**src/rtl/video_line_fetch_arbiter.sv**
```systemverilog
// video_line_fetch_arbiter: per-line prefetch from a shared single-port frame RAM
// into a ping-pong line buffer. The RAM port is shared with a write requester.
// Fetch has priority, but a pending write gets a slot after at most MAX_BURST reads.
// Optional build macro VIDEO_FETCH_STATS_EN adds the stat_overruns and
// stat_wr_wait_max counters and their ports.
module video_line_fetch_arbiter #(
    parameter int LINE_WIDTH   = 400,
    parameter int NUM_LINES    = 360,
    parameter int DATA_W       = 24,
    parameter int ADDR_W       = $clog2(LINE_WIDTH * NUM_LINES),
    parameter int READ_LATENCY = 2,
    parameter int MAX_BURST    = 16,
    localparam int XW = (LINE_WIDTH > 1) ? $clog2(LINE_WIDTH) : 1,
    localparam int YW = (NUM_LINES > 1) ? $clog2(NUM_LINES) : 1,
    localparam int BW = $clog2(MAX_BURST + 1)
) (
    input  logic              clk,
    input  logic              reset,
    input  logic              line_start,
    input  logic              line_valid,
    input  logic [YW-1:0]     line_y,
    input  logic              wr_req,
    input  logic [ADDR_W-1:0] wr_addr,
    input  logic [DATA_W-1:0] wr_data,
    output logic              wr_ack,
    output logic [ADDR_W-1:0] mem_addr,
    output logic              mem_rd,
    output logic              mem_wr,
    output logic [DATA_W-1:0] mem_wdata,
    input  logic [DATA_W-1:0] mem_rdata,
    output logic              lb_we,
    output logic [XW:0]       lb_addr,
    output logic [DATA_W-1:0] lb_data,
    output logic              lb_rd_bank,
    output logic              fetch_done,
    output logic              overrun,
    input  logic              overrun_clr
`ifdef VIDEO_FETCH_STATS_EN
    ,
    output logic [15:0]       stat_overruns,
    output logic [15:0]       stat_wr_wait_max
`endif
);

    typedef enum logic [1:0] {S_IDLE, S_SETUP, S_FETCH, S_DRAIN} state_t;

    state_t            r_state;
    state_t            w_state_nxt;
    logic [YW-1:0]     r_line_y;
    logic [ADDR_W-1:0] r_base;
    logic [XW-1:0]     r_x;
    logic [BW-1:0]     r_burst;
    logic              r_bank;
    logic              r_fetch_done;
    logic              r_overrun;
    logic              r_pv    [READ_LATENCY];
    logic              r_pbank [READ_LATENCY];
    logic [XW-1:0]     r_px    [READ_LATENCY];

    logic w_rd;
    logic w_wr;
    logic w_ls_act;
    logic w_ovr_evt;
    logic w_slot;
    logic w_x_last;
    logic w_pipe_busy;

    // A line start acts when it requests a fetch, or when it aborts one in flight
    assign w_ls_act  = line_start && (line_valid || !r_fetch_done);
    assign w_ovr_evt = line_start && !r_fetch_done;
    assign w_slot    = wr_req && (r_burst == BW'(MAX_BURST));
    assign w_x_last  = (r_x == XW'(LINE_WIDTH - 1));

    // Reads still in flight that will not be retired by this cycle's line-buffer write
    always_comb begin
        w_pipe_busy = 1'b0;
        for (int i = 0; i < READ_LATENCY - 1; i++) begin
            w_pipe_busy = w_pipe_busy | r_pv[i];
        end
    end

    // Next state and RAM port arbitration; line-start actions pre-empt any grant
    always_comb begin
        w_state_nxt = r_state;
        w_rd        = 1'b0;
        w_wr        = 1'b0;
        case (r_state)
            S_IDLE: begin
                if (w_ls_act) w_state_nxt = S_SETUP;
                else          w_wr = wr_req;
            end
            S_SETUP: begin
                w_state_nxt = S_FETCH;
                if (!w_ls_act) w_wr = wr_req;
            end
            S_FETCH: begin
                if (!w_ls_act) begin
                    if (w_slot) begin
                        w_wr = 1'b1;
                    end else begin
                        w_rd = 1'b1;
                        if (w_x_last) w_state_nxt = S_DRAIN;
                    end
                end
            end
            S_DRAIN: begin
                if (!w_ls_act) begin
                    w_wr = wr_req;
                    if (!w_pipe_busy) w_state_nxt = S_IDLE;
                end
            end
            default: w_state_nxt = S_IDLE;
        endcase
        if (w_ovr_evt) w_state_nxt = line_valid ? S_SETUP : S_IDLE;
    end

    // Control state: FSM, fetch position, burst counter, bank, status flags, pipe valids
    always_ff @(posedge clk or posedge reset) begin
        if (reset) begin
            r_state      <= S_IDLE;
            r_x          <= '0;
            r_burst      <= '0;
            r_bank       <= 1'b0;
            r_fetch_done <= 1'b1;
            r_overrun    <= 1'b0;
            for (int i = 0; i < READ_LATENCY; i++) r_pv[i] <= 1'b0;
        end else begin
            r_state <= w_state_nxt;

            if (w_ls_act && line_valid) begin
                r_bank       <= ~r_bank;
                r_fetch_done <= 1'b0;
            end else if (w_ovr_evt) begin
                r_fetch_done <= 1'b1;
            end else if (r_state == S_DRAIN && !w_pipe_busy) begin
                r_fetch_done <= 1'b1;
            end

            if (r_state == S_SETUP)     r_x <= '0;
            else if (w_rd && !w_x_last) r_x <= r_x + XW'(1);

            if (!wr_req || w_wr) r_burst <= '0;
            else if (w_rd)       r_burst <= r_burst + BW'(1);

            if (w_ovr_evt)        r_overrun <= 1'b1;
            else if (overrun_clr) r_overrun <= 1'b0;

            r_pv[0] <= w_rd && !w_ovr_evt;
            for (int i = 1; i < READ_LATENCY; i++) begin
                r_pv[i] <= r_pv[i-1] && !w_ovr_evt;
            end
        end
    end

    // Datapath: latched line index, line base address, and the tag pipe that follows each read
    always_ff @(posedge clk) begin
        if (w_ls_act && line_valid) r_line_y <= line_y;
        if (r_state == S_SETUP)     r_base   <= ADDR_W'(r_line_y) * ADDR_W'(LINE_WIDTH);
        r_pbank[0] <= ~r_bank;
        r_px[0]    <= r_x;
        for (int i = 1; i < READ_LATENCY; i++) begin
            r_pbank[i] <= r_pbank[i-1];
            r_px[i]    <= r_px[i-1];
        end
    end

    assign mem_rd     = w_rd;
    assign mem_wr     = w_wr;
    assign wr_ack     = w_wr;
    assign mem_addr   = w_rd ? (r_base + ADDR_W'(r_x)) : (w_wr ? wr_addr : '0);
    assign mem_wdata  = w_wr ? wr_data : '0;
    assign lb_we      = r_pv[READ_LATENCY-1] && !w_ovr_evt;
    assign lb_addr    = {r_pbank[READ_LATENCY-1], r_px[READ_LATENCY-1]};
    assign lb_data    = mem_rdata;
    assign lb_rd_bank = r_bank;
    assign fetch_done = r_fetch_done;
    assign overrun    = r_overrun;

`ifdef VIDEO_FETCH_STATS_EN
    logic [15:0] r_stat_ovr;
    logic [15:0] r_wait;
    logic [15:0] r_wait_max;

    function automatic logic [15:0] sat_inc(input logic [15:0] v);
        return (v == 16'hFFFF) ? v : v + 16'd1;
    endfunction

    // Saturating overrun count, current write wait and longest write wait
    always_ff @(posedge clk or posedge reset) begin
        if (reset) begin
            r_stat_ovr <= '0;
            r_wait     <= '0;
            r_wait_max <= '0;
        end else begin
            if (w_ovr_evt) r_stat_ovr <= sat_inc(r_stat_ovr);
            if (wr_req && !w_wr) r_wait <= sat_inc(r_wait);
            else                 r_wait <= '0;
            if (w_wr && (r_wait > r_wait_max)) r_wait_max <= r_wait;
        end
    end

    assign stat_overruns    = r_stat_ovr;
    assign stat_wr_wait_max = r_wait_max;
`endif

endmodule

```
**config.mk**
```make
export PLATFORM = sky130hd
export DESIGN_NAME = video_line_fetch_arbiter
export DESIGN_NICKNAME = d
export VERILOG_FILES = /design/src/rtl/video_line_fetch_arbiter.sv
export SDC_FILE = /design/constraint.sdc
export NUM_CORES = 1
export LEC_CHECK = 0
export CAP_MARGIN = 20
export CELL_PAD_IN_SITES_DETAIL_PLACEMENT = 1
export CELL_PAD_IN_SITES_GLOBAL_PLACEMENT = 1
export CORE_MARGIN = 2
export CORE_UTILIZATION = 29
export DETAILED_ROUTE_END_ITERATION = 8
export GPL_ROUTABILITY_DRIVEN = 0
export GPL_TIMING_DRIVEN = 0
export PLACE_DENSITY = 0.83
export SETUP_SLACK_MARGIN = 0.1
export SLEW_MARGIN = 20
export SYNTH_ARGS = -nofsm -noshare
export SYNTH_HDL_FRONTEND = slang
export SYNTH_SLANG_ARGS = --single-unit
```
**constraint.sdc**
```tcl
create_clock -name clk -period 3.2 [get_ports clk]
set_clock_uncertainty 0.1 [all_clocks]
set_input_delay 0.8 -clock clk [delete_from_list [all_inputs] [get_ports clk]]
set_output_delay 0.8 -clock clk [all_outputs]
set_load 0.1 [all_outputs]
```
* After elaboration in Yosys (flattened, before gate mapping)
Memories as Yosys holds them, arrays and structs flattened.
Index checks and enable logic that the tools add are counted.
** Cells by class
- Add/subtract/negate cells :: 3
- Multipliers :: 1
- Divide/modulo/power cells :: 0
- Magnitude comparators :: 0
- Eq/ne operators :: 11
- Shifts and indexed selects :: 0
- Multiplexer cells :: 28
- Bitwise operators :: 1
- Reductions and logical operators :: 23
** Operators with widths (number)
- $mux W18 :: 2
- $mux W24 :: 1
- $add A18 B9 Y18 :: 1
- $mux W9 :: 2
- $ne A3 B3 Y1 const B :: 6
- $mul A9 B5 Y14 const B :: 1
- $mux W2 :: 7
- $mux W1 :: 12
- $mux W5 :: 2
- $add A9 B1 Y9 const B :: 1
- $eq A9 B9 Y1 const B :: 1
- $logic_and A1 B1 Y1 :: 9
- $pmux W2 S4 :: 1
- $reduce_and A6 Y1 :: 1
- $reduce_bool A2 Y1 :: 3
- $add A5 B1 Y5 const B :: 1
- $eq A5 B5 Y1 const B :: 1
- $logic_not A1 Y1 :: 5
- $eq A2 B2 Y1 const B :: 2
- $reduce_bool A3 Y1 :: 1
- $reduce_or A3 Y1 :: 1
- $eq A2 B1 Y1 const B :: 1
- $logic_not A2 Y1 :: 1
- $logic_or A1 B1 Y1 :: 2
- other kinds (2) :: 2
** Word-level totals
- Register bits :: 44
- Latch bits :: 0
- Memory bits (writable) :: 20
- ROM bits :: 0
- Input bits :: 81
- Output and inout port bits :: 83
- Logic and storage cells :: 79
- Memories :: 2
** Memory list
- r_px :: words 2, width 9, rd ports 2, clocked after Yosys merged registers in 0, wr ports 2, RTL line 58 : logic [XW-1:0] r_px [READ_LATENCY];
- r_pbank :: words 2, width 1, rd ports 2, clocked after Yosys merged registers in 0, wr ports 2, RTL line 57 : logic r_pbank [READ_LATENCY];

* Depth between registers and ports, before layout
Gate-level depths: netlist of run 1.
- Word-level depth :: 8
- Mapped depth :: 11
- Gate-level depth less buffers :: 11

* Least setup slack after synthesis of run 1
OpenSTA, ideal clock, no wires.
- Kind :: register to output
- Start :: register r_x[4]
- End :: output mem_addr[14]
- Arrival :: 3658 ps
- Data required time :: 2300 ps
- Path slack :: -1358 ps
- Stages on the path, launching flop included :: 8
- Path buffers :: 0
- Cell sequence :: dfrtp_1 > ha_1 > fa_1 > a21oi_1 > o211ai_1 > nand3_1 > xor2_1 > o21ai_0
** Between the ends
- Cells in the longest elaborated chain, start to end :: 2
** RTL lines
- from (decl) :: RTL line 51 : logic [XW-1:0] r_x;
- from (signal assigned) :: RTL line 140 : else if (w_rd && !w_x_last) r_x <= r_x + XW'(1);
- $add A18 B9 Y18 :: RTL line 170 : assign mem_addr = w_rd ? (r_base + ADDR_W'(r_x)) : (w_wr ? wr_addr : '0);
- $mux W18 :: RTL line 170
- to (decl) :: RTL line 26 : output logic [ADDR_W-1:0] mem_addr,
Every way passes these cells.

* Worst setup path after layout of run 1
- Start :: register r_x[4]
- End :: output mem_addr[10]
The elaborated chain is that of the path after synthesis.

==> results of run 1 <==
[flip-flops by register name (all words and copies together) (netlist names)]
register     cells
r_pv             1
w_pipe_busy      1
r_pbank          2
overrun          1
r_base          14
r_state          2
lb_rd_bank       1
r_x              9
fetch_done       1
r_px            18
r_line_y         9
r_burst          5
[power groups by stage]
stage	Sequential (uW)	Combinational [uW]	Clock [uW]
finish	1170	2670	1050
global route	1190	2800	1090
CTS	1150	2460	1060
detailed placement	1160	2210	0
global placement	1150	2150	0
floorplan	1190	1640	0
[synth_stat cells, types with 2 or more instances]
cell	instances
nor2_1	17
nand2b_1	4
buf_2	2
and2_1	3
dfxtp_1	20
dfrtp_1	20
inv_1	27
clkbuf_1	6
a21oi_1	13
buf_4	36
xnor2_1	15
edfxtp_1	23
o21ai_0	19
a31oi_1	2
ha_1	44
a22o_1	6
nand2_1	28
a31o_1	2
xor2_1	18
nor3_1	4
nand3_1	13
and3_1	27
a21o_1	6
o211ai_1	4
nand4_1	5
o21bai_1	3
nor2b_1	2
fa_1	5
[repair_timing]
action                                  in CTS  in global routing
buffers inserted                            19                 18
endpoints found under the setup margin      48                 34
gates cloned                                 2                  0
gates resized for setup                    374                 57
pin swaps                                   16                 29
[stage by stage]
step | std cells | utilization (%) | area (um2)
CTS | 741 | 49.7 | 6580
global placement | 704 | 43.6 | 5770
detailed placement | 704 | 43.6 | 5770
global route | 758 | 52.3 | 6930
floorplan | 389 | - | 4160
finish | 758 | 52.3 | 6930
[cell type report]
type                            count  area, um2
Clock buffer                       10        250
Clock inverter                      6       71.3
Inverter                           27        101
Buffer                             45        345
Multi-Input combinational cell    253       2460
Sequential cell                    64       1630
Fill cell                        1397       6320
Tap cell                          176        220
Timing Repair Buffer              177       1850
[kinds of logic (layout without fill, tap and decap cells)]
kind of cell	Yosys count	in the layout	share of synthesized area [%]
and+or+nand+nor	109	109	14.6
buffers and inverters	72	265	10.3
DFF	64	64	41.0
AOI/OAI and AO/OA	62	62	10.1
adders and majority gates	49	49	16.5
xor gates and xnor gates	33	33	7.33
[cell usage in the layout, fill, tap and decap left out, types with 9 or more instances in the layout]
cell type / count
clkdlybuf4s50_1: 90
buf_4: 74
ha_1: 33
nand2_1: 24
buf_6: 23
edfxtp_1: 23
and3_2: 20
dfxtp_1: 20
inv_1: 19
nor2_1: 17
dfrtp_1: 16
buf_12: 15
xor2_1: 13
xnor2_1: 12
nand3_1: 10
clkbuf_16: 10
a21oi_1: 9
o21ai_4: 9
ha_4: 9
[routing by layer]
layer	routed length [um]	share of wire (%)	GRT usage, %	vias to the layer above
li1	-	-	-	1701
met1	5260	39	19.3	1762
met2	7520	55	31.8	105
met3	518	3.8	4.20	28
met4	315	2.3	4.72	0
met5	0	0	0	-
[worst max-delay path: cells and delay by family (launching register included)]
family	cells	cell delay, ps
fa+ha+maj	2	560
buf+inv	2	390
flops	1	400
xor+xnor	1	140
compound gates	3	480
[how the worst max path moves through the flow]
stage,from,end,slack (ps),cells past startpoint
after floorplan,fetch_done,mem_addr[17],4,4
after global placement,wr_req,mem_addr[14],-1390,6
after detailed placement,wr_req,mem_addr[1],-1400,7
after CTS,r_x[4],mem_addr[12],-40,8
after global routing,r_base[8],mem_addr[12],-110,7
final,r_x[4],mem_addr[10],-20,8
==> flow_metrics.env, run 1 <==
export IMPL_wire_per_inst_um=18.0
export IMPL_tightest_slew_ps=1010
export IMPL_insertedDiodeCount=0
export IMPL_relSlewSlack_pct=32.8
export IMPL_setup_viol=1
export IMPL_endpoint_kind="output port"
export IMPL_reg2reg_slack_ps=100
export IMPL_cts_htree_levels=3
export IMPL_crit_type="flop to output port"
export IMPL_power_uw=4890
export IMPL_power_switching_uw=2240
export IMPL_portBuffers=139
export IMPL_finalNetCount=707
export IMPL_cts_tree="done"
export IMPL_hold_slack_ps=220
export IMPL_reg2reg_to="r_base[16]"
export IMPL_clkSinkCount=64
export IMPL_ys_flop_type="edfxtp_1"
export IMPL_synth_seq_cells=64
export IMPL_startpoint_type="flop"
export IMPL_yosysTopAreaCellShare_pct=17.5
export IMPL_dp_final_hpwl_um=8700
export IMPL_fp_dieW_um=121
export IMPL_drtIter0Drc=93
export IMPL_rows=42
export IMPL_slew_violations=0
export IMPL_coreArea_mm2=0.0132
export IMPL_p_clk_share_pct=21.5
export IMPL_path_max_fanout=4
export IMPL_seqPwrFrac_pct=23.9
export IMPL_timing_rr_start="r_line_y[3]"
export IMPL_clock_latency_ps=340
export IMPL_switching_share_pct=45.9
export IMPL_postCtsHoldBufs=0
export IMPL_initial_utilization_pct=29.8
export IMPL_cellLeakagePower_uw=0.00308
export IMPL_grt_pass1_vias=3789
export IMPL_critPathArrivalTime_ps=2320
export IMPL_synth_cell_type_count=43
export IMPL_finalHoldViolCount=0
export IMPL_crit_required_ps=2300
export IMPL_synth_edff_count=23
export IMPL_root_buffer="clkbuf_16"
export IMPL_area_growth_pct=75.7
export IMPL_cts_buffer_depth=2
export IMPL_setup_tns_ps=-24.6
export IMPL_hold_path_class="flop to flop"
export IMPL_grt_antenna_before_repair=0
export IMPL_slowest_delay_ps=400
export IMPL_clk_pin_slew_ps=60
export IMPL_violations="negative setup slack"
export IMPL_status="finished, violations left"
export IMPL_grt_pass1_wl_um=19600
export IMPL_place_ws_ps=-1400
export IMPL_p_int_uw=2650
export IMPL_fmax_mhz=310
export IMPL_final_min_period_over_clock_period_pct=101
export IMPL_dieArea_mm2=0.0145
export IMPL_via_per_inst=4.74
export IMPL_grt_max_degree=22
export IMPL_postRouteWirelength_um=13600
export IMPL_synth_top_cell_by_area="edfxtp_1"
export IMPL_fin_crit_ps=3220
export IMPL_syn_nets=519
export IMPL_rsz0062_at_grt="yes"
export IMPL_netlist_area_mm2=0.00394
export IMPL_numCtsBuffers=9
export IMPL_r2r_cells=12
export IMPL_pwr_density_cell_mw_per_mm2=706
export IMPL_grt_ovfl_total=0
export IMPL_ys_warn_count=0
export IMPL_synth_area_leaders="edfxtp_1 18%, ha_1 14%, dfrtp_1 13%, dfxtp_1 10%, buf_4 6.9%"
export IMPL_ys_async_sr_fraction_pct=32.8
export IMPL_die_height_um=121
export IMPL_p_comb_share_pct=54.6
export IMPL_hold_path_end="r_px[0][9]"
export IMPL_grt_use_total_pct=17.1
export IMPL_drv_cap=0
export IMPL_crit_chain="ha_2, fa_2, a21oi_4, o211ai_1, buf_4, xnor2_4, o21ai_4, buf_12"
export IMPL_yosysSeqAreaShare_pct=41.0
export IMPL_crit_slowest_cell="dfrtp_1"
export IMPL_avgSynthCellArea_um2=10.1
export IMPL_ios=164
export IMPL_final_antenna_net_count=0
export IMPL_layout_setup_ws_ps=-24.6
export IMPL_ir_drop_v=0.000440
export IMPL_drive_above_1_share_pct=41.2
export IMPL_worst_hold_startpoint="r_px[0][0]"
export IMPL_dr_pass1_iters=4
export IMPL_vias=3596
export IMPL_drc=0
export IMPL_syn_inst=389
export IMPL_whs_path_depth=0
Power figures use the tool's default switching activity.
==> run 2: changes to the inputs <==
--- a/config.mk
+++ b/config.mk
@@ -8,11 +8,11 @@
 export CAP_MARGIN = 20
 export CELL_PAD_IN_SITES_DETAIL_PLACEMENT = 1
 export CELL_PAD_IN_SITES_GLOBAL_PLACEMENT = 1
-export CORE_MARGIN = 2
 export CORE_UTILIZATION = 29
 export DETAILED_ROUTE_END_ITERATION = 8
 export GPL_ROUTABILITY_DRIVEN = 0
 export GPL_TIMING_DRIVEN = 0
+export HOLD_SLACK_MARGIN = 0.06
 export PLACE_DENSITY = 0.83
 export SETUP_SLACK_MARGIN = 0.1
 export SLEW_MARGIN = 20
==> flow_metrics.env, run 2 (synthesis gave the netlist of run 1 again) <==
export IMPL_final_min_period_over_clock_period_pct=106
export IMPL_portBuffers=139
export IMPL_layout_setup_ws_ps=-187
export IMPL_slowest_delay_ps=440
export IMPL_ir_drop_v=0.000468
export IMPL_dp_final_hpwl_um=8730
export IMPL_path_max_fanout=4
export IMPL_grt_ovfl_total=0
export IMPL_place_ws_ps=-1430
export IMPL_root_buffer="clkbuf_16"
export IMPL_critPathTopFamily="adder cells"
export IMPL_grt_max_degree=22
export IMPL_hold_slack_ps=225
export IMPL_setup_viol=6
export IMPL_fillCellCount=1387
export IMPL_finalHoldViolCount=0
export IMPL_wire_per_inst_um=18.7
export IMPL_cp_num_buf_inv=2
export IMPL_power_uw=4960
export IMPL_fmax_mhz=295
export IMPL_cts_htree_levels=3
export IMPL_grt_antenna_before_repair=0
export IMPL_crit_required_ps=2300
export IMPL_coreArea_mm2=0.0132
export IMPL_numCtsBuffers=9
export IMPL_violations="negative setup slack"
export IMPL_cellLeakagePower_uw=0.00312
export IMPL_rows=42
export IMPL_endpoint_kind="output port"
export IMPL_ios=164
export IMPL_placed_area_mm2=0.00577
export IMPL_fin_util_pct=53.3
export IMPL_status="finished, violations left"
export IMPL_pwr_density_cell_mw_per_mm2=702
export IMPL_startpoint_type="flop"
export IMPL_crit_chain="ha_4, fa_2, a21oi_4, o211ai_1, buf_4, xnor2_4, o21ai_4, buf_12"
export IMPL_clock_latency_ps=340
export IMPL_tightest_slew_ps=989
export IMPL_grt_pass1_vias=3911
export IMPL_top_register="r_px"
export IMPL_largest_reg_flops=18
export IMPL_layout_common_cells="90 x clkdlybuf4s50_1, 67 x buf_4, 33 x ha_1"
export IMPL_relSlewSlack_pct=33.8
export IMPL_drc=0
export IMPL_drv_cap=0
export IMPL_drive_above_1_share_pct=41.2
export IMPL_critPathArrivalTime_ps=2490
export IMPL_grt_pass1_wl_um=20000
export IMPL_rsz0062_at_grt="yes"
export IMPL_cts_buffer_depth=2
export IMPL_area_growth_pct=79.1
export IMPL_postRouteWirelength_um=14100
export IMPL_dr_pass1_iters=5
export IMPL_design_area_mm2=0.00706
export IMPL_final_common_cell="clkdlybuf4s50_1"
export IMPL_clkSinkCount=64
export IMPL_postCtsHoldBufs=0
export IMPL_slew_violations=0
export IMPL_top_regs="r_px (18), r_base (14)"
export IMPL_die_height_um=119
export IMPL_drtIter0Drc=134
export IMPL_grt_use_total_pct=18.4
export IMPL_via_per_inst=4.79
export IMPL_fp_dieW_um=119
export IMPL_crit_type="flop to output port"
export IMPL_initial_utilization_pct=29.8
export IMPL_insertedDiodeCount=0
export IMPL_cts_tree="done"
export IMPL_fin_crit_ps=3390
export IMPL_final_antenna_net_count=0
export IMPL_finalNetCount=705
export IMPL_crit_slowest_cell="edfxtp_1"
export IMPL_clk_pin_slew_ps=60
export IMPL_dieArea_mm2=0.0141
export IMPL_vias=3619
export IMPL_hold_path_class="flop to flop"
[run 2: layout make-up]
class / instances / area [um2] / area share (%)
buffer: 44 / 353 / 5.00
sequential: 64 / 1630 / 23.0
timing repair buffer: 176 / 1910 / 27.1
multi-input combinational: 253 / 2510 / 35.5
clock inverter: 4 / 37.5 / 0.532
clock buffer: 12 / 300 / 4.25
inverter: 27 / 101 / 1.44
tap: 176 / 220 / 3.12
[run 2: path summary, 6_finish.rpt]
check | slack, ps | cells after the start | end | from
worst max register to register | 150 | 9 | r_base[17] | r_line_y[1]
worst max-delay path | -190 | 8 | mem_addr[10] | r_base[4]
max in group asynchronous | 1500 | 2 | r_x[6] | reset
min in group asynchronous | 870 | 2 | r_burst[1] | reset
worst min register to register | 230 | 0 | r_px[0][13] | r_px[0][4]
worst min-delay path | 230 | 0 | r_px[0][13] | r_px[0][4]
[run 2: power breakdown]
part           switching, uW  internal [uW]
logic                   1720            980
registers                149           1030
clock network            400            677
total                   2270           2690
[run 2: repair_timing]
action | 4_1_cts | 5_1_grt
gates resized for setup | 365 | 91
cloned | 2 | 0
setup buffers | 20 | 16
hold endpoints to repair | 0 | 0
setup endpoints to repair | 49 | 45
pin swaps | 15 | 37
[run 2: stage by stage]
step	cells	setup TNS, ps
2_1_floorplan	389	0
3_3_place_gp	704	-53370
3_5_place_dp	704	-57130
4_1_cts	742	-246
5_1_grt	756	-1260
6_report	756	-724
[run 2: layer usage]
layer  vias up  track usage, %  wire length (um)
li1       1685               -                 -
met1      1773            18.5              5250
met2       129            35.2              7810
met3        32            4.54               572
met4         0            8.23               464
met5         -               0                 0
==> run 3: changes to the inputs <==
--- a/config.mk
+++ b/config.mk
@@ -11,9 +11,9 @@
 export CORE_UTILIZATION = 29
 export DETAILED_ROUTE_END_ITERATION = 8
 export GPL_ROUTABILITY_DRIVEN = 0
-export GPL_TIMING_DRIVEN = 0
 export HOLD_SLACK_MARGIN = 0.06
 export PLACE_DENSITY = 0.83
+export REMOVE_ABC_BUFFERS = 1
 export SETUP_SLACK_MARGIN = 0.1
 export SLEW_MARGIN = 20
 export SYNTH_ARGS = -nofsm -noshare
==> flow_metrics.env, run 3 (synthesis gave the netlist of run 1 again) <==
export IMPL_dieArea_mm2=0.0141
export IMPL_hold_path_class="flop to flop"
export IMPL_vias=3510
export IMPL_rows=42
export IMPL_ios=164
export IMPL_crit_required_ps=2300
export IMPL_initial_utilization_pct=29.8
export IMPL_clk_pin_slew_ps=60
export IMPL_final_common_cell="buf_4"
export IMPL_grt_max_degree=26
export IMPL_use_met2_pct=35.2
export IMPL_finalNetCount=651
export IMPL_place_ws_ps=-304
export IMPL_status="finished, violations left"
export IMPL_reg2reg_slack_ps=160
export IMPL_relSlewSlack_pct=27.8
export IMPL_crit_slowest_cell="edfxtp_1"
export IMPL_final_min_period_over_clock_period_pct=103
export IMPL_grt_antenna_before_repair=0
export IMPL_wire_per_inst_um=21.5
export IMPL_slowest_delay_ps=520
export IMPL_fin_crit_ps=3280
export IMPL_grt_pass1_wl_um=21200
export IMPL_crit_chain="fa_2, a21oi_2, o211ai_1, buf_4, xnor2_2, o21ai_2, buf_12"
export IMPL_crit_start="r_base[5]"
export IMPL_endpoint_kind="output port"
export IMPL_cts_buffer_depth=2
export IMPL_finalHoldViolCount=0
export IMPL_clock_latency_ps=340
export IMPL_area_growth_pct=67.4
export IMPL_clkSinkCount=64
export IMPL_postRouteWirelength_um=15100
export IMPL_insertedDiodeCount=0
export IMPL_setup_viol=5
export IMPL_grt_pass1_vias=3805
export IMPL_grt_use_met3_pct=6.03
export IMPL_drc=0
export IMPL_hold_path_end="r_px[0][14]"
export IMPL_timing_rr_start="r_line_y[4]"
export IMPL_largest_reg_flops=18
export IMPL_r2r_cells=12
export IMPL_dr_pass1_iters=4
export IMPL_ir_drop_v=0.000407
export IMPL_fillCellCount=1372
export IMPL_worst_hold_startpoint="r_px[0][5]"
export IMPL_top_register="r_px"
export IMPL_slew_violations=0
export IMPL_die_height_um=119
export IMPL_whs_path_depth=0
export IMPL_crit_type="flop to output port"
export IMPL_critPathArrivalTime_ps=2380
export IMPL_numCtsBuffers=9
export IMPL_multiInputGateArea_mm2=0.00229
export IMPL_coreArea_mm2=0.0132
export IMPL_path_max_fanout=4
export IMPL_via_per_inst=5.00
export IMPL_layout_common_cells="56 x buf_4, 53 x clkdlybuf4s50_1, 45 x buf_12"
export IMPL_ff_latch_area_mm2=0.00162
export IMPL_top_regs="r_px (18), r_base (14)"
export IMPL_violations="negative setup slack"
export IMPL_drtIter0Drc=213
export IMPL_cellLeakagePower_uw=0.00291
export IMPL_grtUsageMet1_pct=21.8
export IMPL_reg2reg_to="r_base[16]"
export IMPL_hold_slack_ps=225
export IMPL_grt_busiest_layer="met2"
export IMPL_root_buffer="clkbuf_16"
export IMPL_drive_above_1_share_pct=35.9
export IMPL_layout_setup_ws_ps=-82.5
export IMPL_final_antenna_net_count=0
export IMPL_rsz0062_at_grt="yes"
export IMPL_cts_tree="done"
export IMPL_tightest_slew_ps=1080
export IMPL_pwr_density_cell_mw_per_mm2=727
export IMPL_dp_final_hpwl_um=9520
export IMPL_fmax_mhz=305
export IMPL_cts_htree_levels=3
export IMPL_fp_dieW_um=119
export IMPL_grt_ovfl_total=0
export IMPL_drv_cap=0
export IMPL_grt_use_total_pct=19.8
export IMPL_portBuffers=115
export IMPL_startpoint_type="flop"
run 3: repair_timing:
item                       4_1_cts  5_1_grt
pin swaps                       16       31
resized for setup               53       47
gates cloned                     2        0
hold buffers                     0        0
setup endpoints to repair       48       48
setup buffers                   11       16
run 3: worst max-delay path: cells and delay by family, from the launching register on:
kind | cells | cell delay [ps]
buf+inv | 2 | 390
xor+xnor | 1 | 130
fa+ha+maj | 1 | 470
compound gates | 3 | 550
flops | 1 | 520
run 3: area by class of cell:
type / count / area share, %
Clock buffer: 10 / 3.79
Clock inverter: 6 / 1.08
Inverter: 27 / 1.61
Multi-Input combinational cell: 253 / 34.8
Sequential cell: 64 / 24.5
Tap cell: 176 / 3.34
Timing Repair Buffer: 166 / 30.9
run 3: report_power, final:
| group | internal, uW | switching, uW | leakage (uW) |
|---|---|---|---|
| combinational | 963 | 1600 | 0.00209 |
| clock | 659 | 395 | 0.000159 |
| sequential | 1030 | 140 | 0.000659 |
| total | 2650 | 2140 | 0.00291 |
run 3: layer usage:
metal	wire length (um)	part of all wire, %
met4	499	3.3
met3	765	5.1
met5	0	0
met2	8060	53
met1	5780	38
run 3: through the flow:
stage / total power, uW / TNS, ps / instances / cell area, um2 / utilization, %
6_report: 4790 / -216 / 702 / 6600 / 49.8
5_1_grt: 4970 / -868 / 702 / 6600 / 49.8
4_1_cts: 4590 / 0 / 686 / 6270 / 47.3
3_5_place_dp: 3370 / -8920 / 657 / 5610 / 42.4
3_3_place_gp: 3270 / -2710 / 657 / 5610 / 42.4
2_1_floorplan: 2520 / -53690 / 344 / 3630 / -
run 3: how the worst max path moves through the flow:
stage | end | slack [ps] | cells past startpoint
global route | mem_addr[12] | -200 | 7
finish | mem_addr[10] | -80 | 7
global placement | mem_addr[5] | -170 | 6
detailed placement | mem_addr[13] | -300 | 8
CTS | mem_addr[12] | 9 | 8
floorplan | mem_addr[10] | -2430 | 5
